**src/rtl/rr_arbiter4_pkg.sv**
```systemverilog
// rr_arbiter4_pkg: shared constants and state encoding for the round-robin arbiter
package rr_arbiter4_pkg;
  localparam int NUM_REQ = 4;
  localparam int MAX_HOLD_DEF = 8;
  localparam int CNT_W_DEF = 4;
  typedef enum logic {ST_IDLE = 1'b0, ST_GRANT = 1'b1} state_t;
endpackage

```
**src/rtl/rr_arbiter4_if.sv**
```systemverilog
// rr_arbiter4_if: request/grant bundle between four clients and the arbiter
interface rr_arbiter4_if;
  import rr_arbiter4_pkg::*;
  logic [NUM_REQ-1:0] req;
  logic [NUM_REQ-1:0] gnt;
  logic [1:0] gnt_id;
  logic gnt_valid;
  modport master(output req, input gnt, gnt_id, gnt_valid);
  modport slave(input req, output gnt, gnt_id, gnt_valid);
endinterface

```
**src/rtl/rr_arbiter4_dec2to4_onehot.sv**
```systemverilog
// dec2to4_onehot: 2-bit index to 4-bit one-hot built from plain gate operators
module dec2to4_onehot (
  input  logic [1:0] idx_i,
  output logic [3:0] onehot_o
);
  assign onehot_o[0] = ~idx_i[1] & ~idx_i[0];
  assign onehot_o[1] = ~idx_i[1] &  idx_i[0];
  assign onehot_o[2] =  idx_i[1] & ~idx_i[0];
  assign onehot_o[3] =  idx_i[1] &  idx_i[0];
endmodule

```
**src/rtl/rr_arbiter4.sv**
```systemverilog
// rr_arbiter4: four-way round-robin arbiter with sticky grants and a hold-time limit
module rr_arbiter4
  import rr_arbiter4_pkg::*;
#(
  parameter int MAX_HOLD = MAX_HOLD_DEF,
  parameter int CNT_W = CNT_W_DEF
) (
  input logic clk,
  input logic rst_n,
  rr_arbiter4_if.slave bus
);
  localparam logic [CNT_W-1:0] LIM = CNT_W'(MAX_HOLD == 0 ? 0 : MAX_HOLD - 1);
  localparam logic [CNT_W-1:0] SAT = '1;
  state_t st_q, st_d;
  logic [NUM_REQ-1:0] gnt_q, gnt_d, dec_w, cand, others;
  logic [1:0] id_q, id_d, ptr_q, ptr_d, base, win;
  logic [CNT_W-1:0] hold_q, hold_d;
  logic valid_q, limit, rel, found;
  dec2to4_onehot u_dec (.idx_i(id_d), .onehot_o(dec_w));
  // Pick the first requester in rotation order: from ptr when idle, from owner+1 when handing over
  always_comb begin
    others = bus.req & ~(4'b0001 << id_q);
    limit = (MAX_HOLD != 0) && (hold_q == LIM);
    rel = ~bus.req[id_q] | (limit & (|others));
    base = st_q == ST_IDLE ? ptr_q : id_q + 2'd1;
    cand = st_q == ST_IDLE ? bus.req : others;
    win = base;
    for (int k = 3; k >= 0; k--) if (cand[base + 2'(k)]) win = base + 2'(k);
    found = |cand;
  end
  // Next owner, rotation pointer and hold counter
  always_comb begin
    st_d = st_q;
    id_d = id_q;
    ptr_d = ptr_q;
    hold_d = hold_q;
    if (st_q == ST_IDLE) begin
      st_d = found ? ST_GRANT : ST_IDLE;
      id_d = found ? win : id_q;
      hold_d = '0;
    end else if (rel) begin
      ptr_d = id_q + 2'd1;
      st_d = found ? ST_GRANT : ST_IDLE;
      id_d = found ? win : id_q;
      hold_d = '0;
    end else begin
      hold_d = limit ? '0 : (hold_q == SAT ? hold_q : hold_q + CNT_W'(1));
    end
    gnt_d = st_d == ST_GRANT ? dec_w : '0;
  end
  // All outputs registered; reset clears everything immediately
  always_ff @(posedge clk or negedge rst_n) begin
    if (!rst_n) begin
      st_q <= ST_IDLE;
      gnt_q <= '0;
      id_q <= '0;
      ptr_q <= '0;
      hold_q <= '0;
      valid_q <= 1'b0;
    end else begin
      st_q <= st_d;
      gnt_q <= gnt_d;
      id_q <= id_d;
      ptr_q <= ptr_d;
      hold_q <= hold_d;
      valid_q <= st_d == ST_GRANT;
    end
  end
  assign bus.gnt = gnt_q;
  assign bus.gnt_id = id_q;
  assign bus.gnt_valid = valid_q;
endmodule
```
**src/flat_wrapper.sv**
```systemverilog
// flat-port wrapper written by rule: the top's interface ports become plain ports
module rr_arbiter4_flat import rr_arbiter4_pkg::*;
#(
  parameter int MAX_HOLD = MAX_HOLD_DEF,
  parameter int CNT_W = CNT_W_DEF
)
  (clk, rst_n, bus_req, bus_gnt, bus_gnt_id, bus_gnt_valid);
  rr_arbiter4_if bus_i ();
  input logic clk;
  input logic rst_n;
  input wire logic [$bits(bus_i.req)-1:0] bus_req;
  output wire logic [$bits(bus_i.gnt)-1:0] bus_gnt;
  output wire logic [$bits(bus_i.gnt_id)-1:0] bus_gnt_id;
  output wire logic [$bits(bus_i.gnt_valid)-1:0] bus_gnt_valid;
  assign bus_i.req = bus_req;
  assign bus_gnt = bus_i.gnt;
  assign bus_gnt_id = bus_i.gnt_id;
  assign bus_gnt_valid = bus_i.gnt_valid;
  rr_arbiter4 #(.MAX_HOLD(MAX_HOLD), .CNT_W(CNT_W)) u_core (.clk(clk), .rst_n(rst_n), .bus(bus_i));
endmodule
```
**config.mk**
```make
export PLATFORM = sky130hd
export DESIGN_NAME = rr_arbiter4_flat
export DESIGN_NICKNAME = d
export VERILOG_FILES = /design/src/rtl/rr_arbiter4_pkg.sv /design/src/rtl/rr_arbiter4_if.sv /design/src/rtl/rr_arbiter4_dec2to4_onehot.sv /design/src/rtl/rr_arbiter4.sv /design/src/flat_wrapper.sv
export SDC_FILE = /design/constraint.sdc
export NUM_CORES = 1
export LEC_CHECK = 0
export BUFFER_PORTS_ARGS = -buffer_cell sky130_fd_sc_hd__clkbuf_2
export CAP_MARGIN = 15
export CORE_AREA = 2 2 58 60
export DETAILED_ROUTE_END_ITERATION = 10
export DIE_AREA = 0 0 60 62
export SLEW_MARGIN = 20
export SYNTH_ARGS = -nofsm -noshare
export SYNTH_HDL_FRONTEND = slang
export SYNTH_HIERARCHICAL = 1
export SYNTH_SLANG_ARGS = --single-unit
```
**constraint.sdc**
```tcl
create_clock -name clk -period 3.1 [get_ports clk]
set_input_delay 0.465 -clock clk [delete_from_list [all_inputs] [get_ports clk]]
set_output_delay 0.465 -clock clk [all_outputs]
set_load 0.1 [all_outputs]
```
== After elaboration in Yosys (flattened, before gate mapping) ==
Index checks and enable logic that the tools add are counted.

* Bits of input ports: 6
* Output and inout bits: 7
* Logic and storage cells: 60
* Register bits: 13

* Bitwise logic cells: 11
* Reduce and logical (&&, ||, !) cells: 3
* Equality and inequality tests: 3
* Add/subtract/negate cells: 5
* Shift-type cells: 1
* Magnitude comparators: 5
* Muxes and demuxes: 27

{| class="wikitable"
|+ Operators with widths
! operator !! number
|-
| 4-bit two-way mux || 6
|-
| 2-bit two-way mux || 8
|-
| 2-bit by 3-bit < comparator with 1-bit output, second input constant || 5
|-
| 1-bit binary-select mux with 2-bit select || 5
|-
| 1-bit two-way mux || 8
|-
| 4-bit OR reduction || 2
|-
| 1-bit AND || 5
|-
| 2-bit by 1-bit adder with 2-bit output, second input constant || 2
|-
| 2-bit adder, second input constant || 2
|-
| 4-bit by 1-bit adder with 4-bit output, second input constant || 1
|-
| 4-bit AND || 1
|-
| 4-bit by 3-bit equality test with 1-bit output, second input constant || 1
|-
| 4-bit equality test, second input constant || 1
|-
| 4-bit inequality test, second input constant || 1
|-
| 4-bit NOT || 1
|-
| 1-bit by 2-bit left shift with 4-bit output, first input constant || 1
|-
| 1-bit NOT || 3
|-
| 2-bit AND reduction || 1
|-
| 1-bit bitwise OR || 1
|}

== Longest topological paths before layout ==
* Word-level depth: 16
* Gate-level depth with buffers: 9

== Hierarchy ==
Netlist, hierarchy kept.

{| class="wikitable"
|+ By module, submodules not included
! module !! cells each !! sequential area each (um2) !! times used !! area an instance (um2)
|-
| rr_arbiter4 || 77 || 325.3 || 1 || 854.6
|-
| dec2to4_onehot || 4 || 0.0 || 1 || 26.3
|}

== Worst setup path before layout ==
OpenSTA, ideal clock, no wires.

* Kind: flip-flop to flip-flop
* Start: register u_core.id_q[0], in the netlist u_core/bus.gnt_id[0]
* End: register u_core.gnt_q[2], in the netlist u_core/bus.gnt[2]
* Arrival time: 2.757 ns
* Clock period less this slack: 2.875 ns
* Stages on the path, launching flop included: 9
* Path slack: 0.225 ns
* Buffers on the path: 0
* Cell sequence: dfrtp_1 -> inv_1 -> ha_1 -> mux2i_1 -> o21ai_0 -> a222oi_1 -> mux2_4 -> and2b_2 -> nor2b_1

* Cells in the longest elaborated chain, start to end: 16
* Elaborated cells on any way between the ends: 37
* Those cells by class: 4 x add/sub; 1 x shift; 23 x mux; 7 x bitwise; 2 x reduce/logical

{| class="wikitable"
|+ Ends and longest elaborated chain
! what !! line !! source
|-
| start, declared || rr_arbiter4.sv:16 || <nowiki>logic [1:0] id_q, id_d, ptr_q, ptr_d, base, win;</nowiki>
|-
| start signal, assigned || rr_arbiter4.sv:63 || <nowiki>id_q <= id_d;</nowiki>
|-
| parallel branches: the longest is 12 deep, another holds 2-bit by 1-bit adder with 2-bit output || -- ||
|-
| 2-bit two-way mux (*) || rr_arbiter4.sv:37 || <nowiki>if (st_q == ST_IDLE) begin</nowiki>
|-
| net u_core.id_d[0] || rr_arbiter4.sv:16 ||
|-
| 1-bit NOT (*) || rr_arbiter4_dec2to4_onehot.sv:8 || <nowiki>assign onehot_o[2] = idx_i[1] & ~idx_i[0];</nowiki>
|-
| 1-bit AND (*) || rr_arbiter4_dec2to4_onehot.sv:8 ||
|-
| net u_core.dec_w[2] || rr_arbiter4.sv:15 || <nowiki>logic [NUM_REQ-1:0] gnt_q, gnt_d, dec_w, cand, others;</nowiki>
|-
| 4-bit two-way mux (*) || rr_arbiter4.sv:49 || <nowiki>gnt_d = st_d == ST_GRANT ? dec_w : '0;</nowiki>
|-
| net u_core.gnt_d[2] || rr_arbiter4.sv:15 ||
|-
| end signal, assigned || rr_arbiter4.sv:62 || <nowiki>gnt_q <= gnt_d;</nowiki>
|-
| end, declared || rr_arbiter4.sv:15 ||
|}

Mark *: on every way through the listed nets, which the timed path passes. The select of a mux whose other input is x is not followed.
A chain may end at the register's enable or synchronous reset.

== Worst setup path in the final report ==
Ends and elaborated chain as after synthesis.

==> results.toml <==
[outcome]
status = "complete, no violations"

[logic_synthesis]
synth-seq-cells = 13
synth_area_um2 = 881
seq_area_frac_synth = 0.369
synth_area_per_cell_um2 = 10.9
synth_cell_types = 33
synth_top_area_share = 0.369
yosysTopAreaCell = "dfrtp_1"
synthTopCellsByArea = "dfrtp_1, ha_1, nor2b_1"
postSynthCellCount = 81
synth_nets = 92
yosys_warnings = 6

[clocking]
root_buffer = "clkbuf_4"
insertion_delay_ns = 0.27
clk_pin_slew_ns = 0.08
cts_resized = 0
cts_hold_repair.buffers = 0
cts_tree = "done"
htreeDepth = 1
post_cts_buffers = 0
clock-sinks = 13
clk_path_buf_depth = 2
numCtsBuffers = 3

[die]
die_w_um = 60
start_util = 0.277
boundaryPins = 13
core_area_mm2 = 0.00318
dieHeight_um = 62
rows = 21
dieArea_mm2 = 0.00372

[route]
dr.pass1.iters = 5
drt.antenna.violating_nets = 0
drt_iter0_drc = 26
drc = 0
drt-total-wl_um = 1700
num_vias = 650
post_drt_wl_per_cell_um = 12.0
viasPerCell = 4.58

[finish]
register_area_um2 = 325
nets = 108
fillCellCount = 331
diodes = 0
final_area_mm2 = 0.00101
drive_above_1_share = 0.323
areaGrowthSynthToFinish_pct = 15.2
multi_input_area_um2 = 529

[global_routing]
grt_max_degree = 14
grt-ovfl-total = 0
first_global_vias = 660
grt_use_total = 0.111
antenna_found_initial = 0
grt_pass1_wl_um = 2990

[worst_setup_path]
crit_fanout = 8
cp.arrival_ns = 2.62
startpoint_type = "flip-flop"
crit_path_end_kind = "flip-flop"
worst_ep_required_time_ns = 3.26
critPathKind = "reg2reg"

[sta]
setup_viol = 0
hold_violations = 0
fin_crit_sh = 0.794
clock_skew_ns = 0.000589
drv_slew = 0
relSlewSlack = 0.640
fin_crit_ns = 2.46
setup_ws_ns = 0.640
fmax_mhz = 406
hold_slack_ns = 0.0740
rsz0062_at_grt = "no"
tightest_slew_ns = 0.542
fin_tns_setup_ns = 0

[placement]
globalplace.congestion = 0.795
place_area_um2 = 987
dp_hpwl_um = 1380
port_buffers = 12
preCtsSetupSlack_ns = 0.658

[job]
drv_cap = 0

[worst_hold_path]
hold_path.class = "in2async"
==> logic make-up after synthesis <==
| logic type | count (synthesis) | share of synthesized area |
|---|---|---|
| AO/OA/AOI/OAI | 15 | 0.152 |
| flip-flops | 13 | 0.369 |
| multiplexers | 8 | 0.118 |
| adder cells (fa/ha/maj) | 5 | 0.0710 |
| AND/OR/NAND/NOR | 34 | 0.250 |
| buffers and inverters | 5 | 0.0298 |
| XOR/XNOR | 1 | 0.00994 |
==> critical path, cell delays in order (launching register included) <==
cell and delay, ns:
dfrtp_1 0.51, inv_1 0.11, ha_1 0.33, mux2i_1 0.34, o21ai_0 0.15, a222oi_1 0.35, mux2_4 0.23, and2b_2 0.21
nor2b_1 0.12
==> cell usage after synthesis (all sizes together) <==
| master | n |
|---|---|
| a21bo | 2 |
| a21boi | 3 |
| a21o | 1 |
| a21oi | 2 |
| a222oi | 1 |
| and2 | 2 |
| and2b | 2 |
| and3b | 1 |
| buf | 1 |
| dfrtp | 13 |
| ha | 5 |
| inv | 4 |
| mux2 | 3 |
| mux2i | 4 |
| mux4 | 1 |
| nand2 | 8 |
| nand3 | 3 |
| nand4 | 1 |
| nand4b | 1 |
| nor2 | 4 |
| nor2b | 9 |
| nor3 | 2 |
| o2111a | 1 |
| o21ai | 2 |
| o22ai | 1 |
| o2bb2ai | 1 |
| o41ai | 1 |
| or3 | 1 |
| xor2 | 1 |
==> area by class of cell <==
cell class	instances	area share
clock buffer	3	0.0222
clock inverter	1	0.00493
inverter	4	0.0148
multi-input combinational	63	0.522
sequential	13	0.321
tap	46	0.0567
timing repair buffer	12	0.0592
==> layout by cell type (no fill, tap or decap), drive strengths merged, types with 2 or more instances in the layout <==
cell	instances
nand3	3
clkbuf	15
o21ai	2
and2	2
dfrtp	13
nor3	2
mux2i	4
ha	5
nor2b	9
mux2	3
nor2	4
a21boi	3
a21oi	2
inv	4
and2b	2
nand2	8
a21bo	2
==> worst paths after layout <==
| path | slack, ns | end | start | cells after the start |
|---|---|---|---|---|
| max | 0.64 | u_core/bus.gnt[2] | u_core/bus.gnt_id[0] | 8 |
| min | 0.07 | u_core/bus.gnt[0] | rst_n | 1 |
| max reg2reg | 0.64 | u_core/bus.gnt[2] | u_core/bus.gnt_id[0] | 8 |
| min reg2reg | 0.54 | u_core/ptr_q[1] | u_core/ptr_q[1] | 1 |
| max in group asynchronous | 2.79 | u_core/ptr_q[1] | rst_n | 1 |
| min in group clk | 0.54 | u_core/ptr_q[1] | u_core/ptr_q[1] | 1 |
==> per-layer routing <==
metal / up-vias / share of wire / GRT usage
li1: 317 / - / -
met1: 319 / 0.41 / 0.127
met2: 12 / 0.54 / 0.199
met3: 2 / 0.027 / 0.00621
met4: 0 / 0.016 / 0.0762
met5: - / 0 / 0
==> through the flow <==
stage          cells  utilization
2_1_floorplan     81            -
3_3_place_gp     138        0.311
4_1_cts          142        0.319
6_report         142        0.319
3_5_place_dp     138        0.311
5_1_grt          142        0.319
==> flip-flops by register name (all words and copies together), names as in the netlist <==
name                  flops
u_core/bus.gnt_id         2
u_core/bus.gnt_valid      1
u_core/ptr_q              2
u_core/hold_q             4
u_core/bus.gnt            4
Power is not shown: default switching activity piles up to over one toggle a cycle in this logic, so the estimate is an artifact.
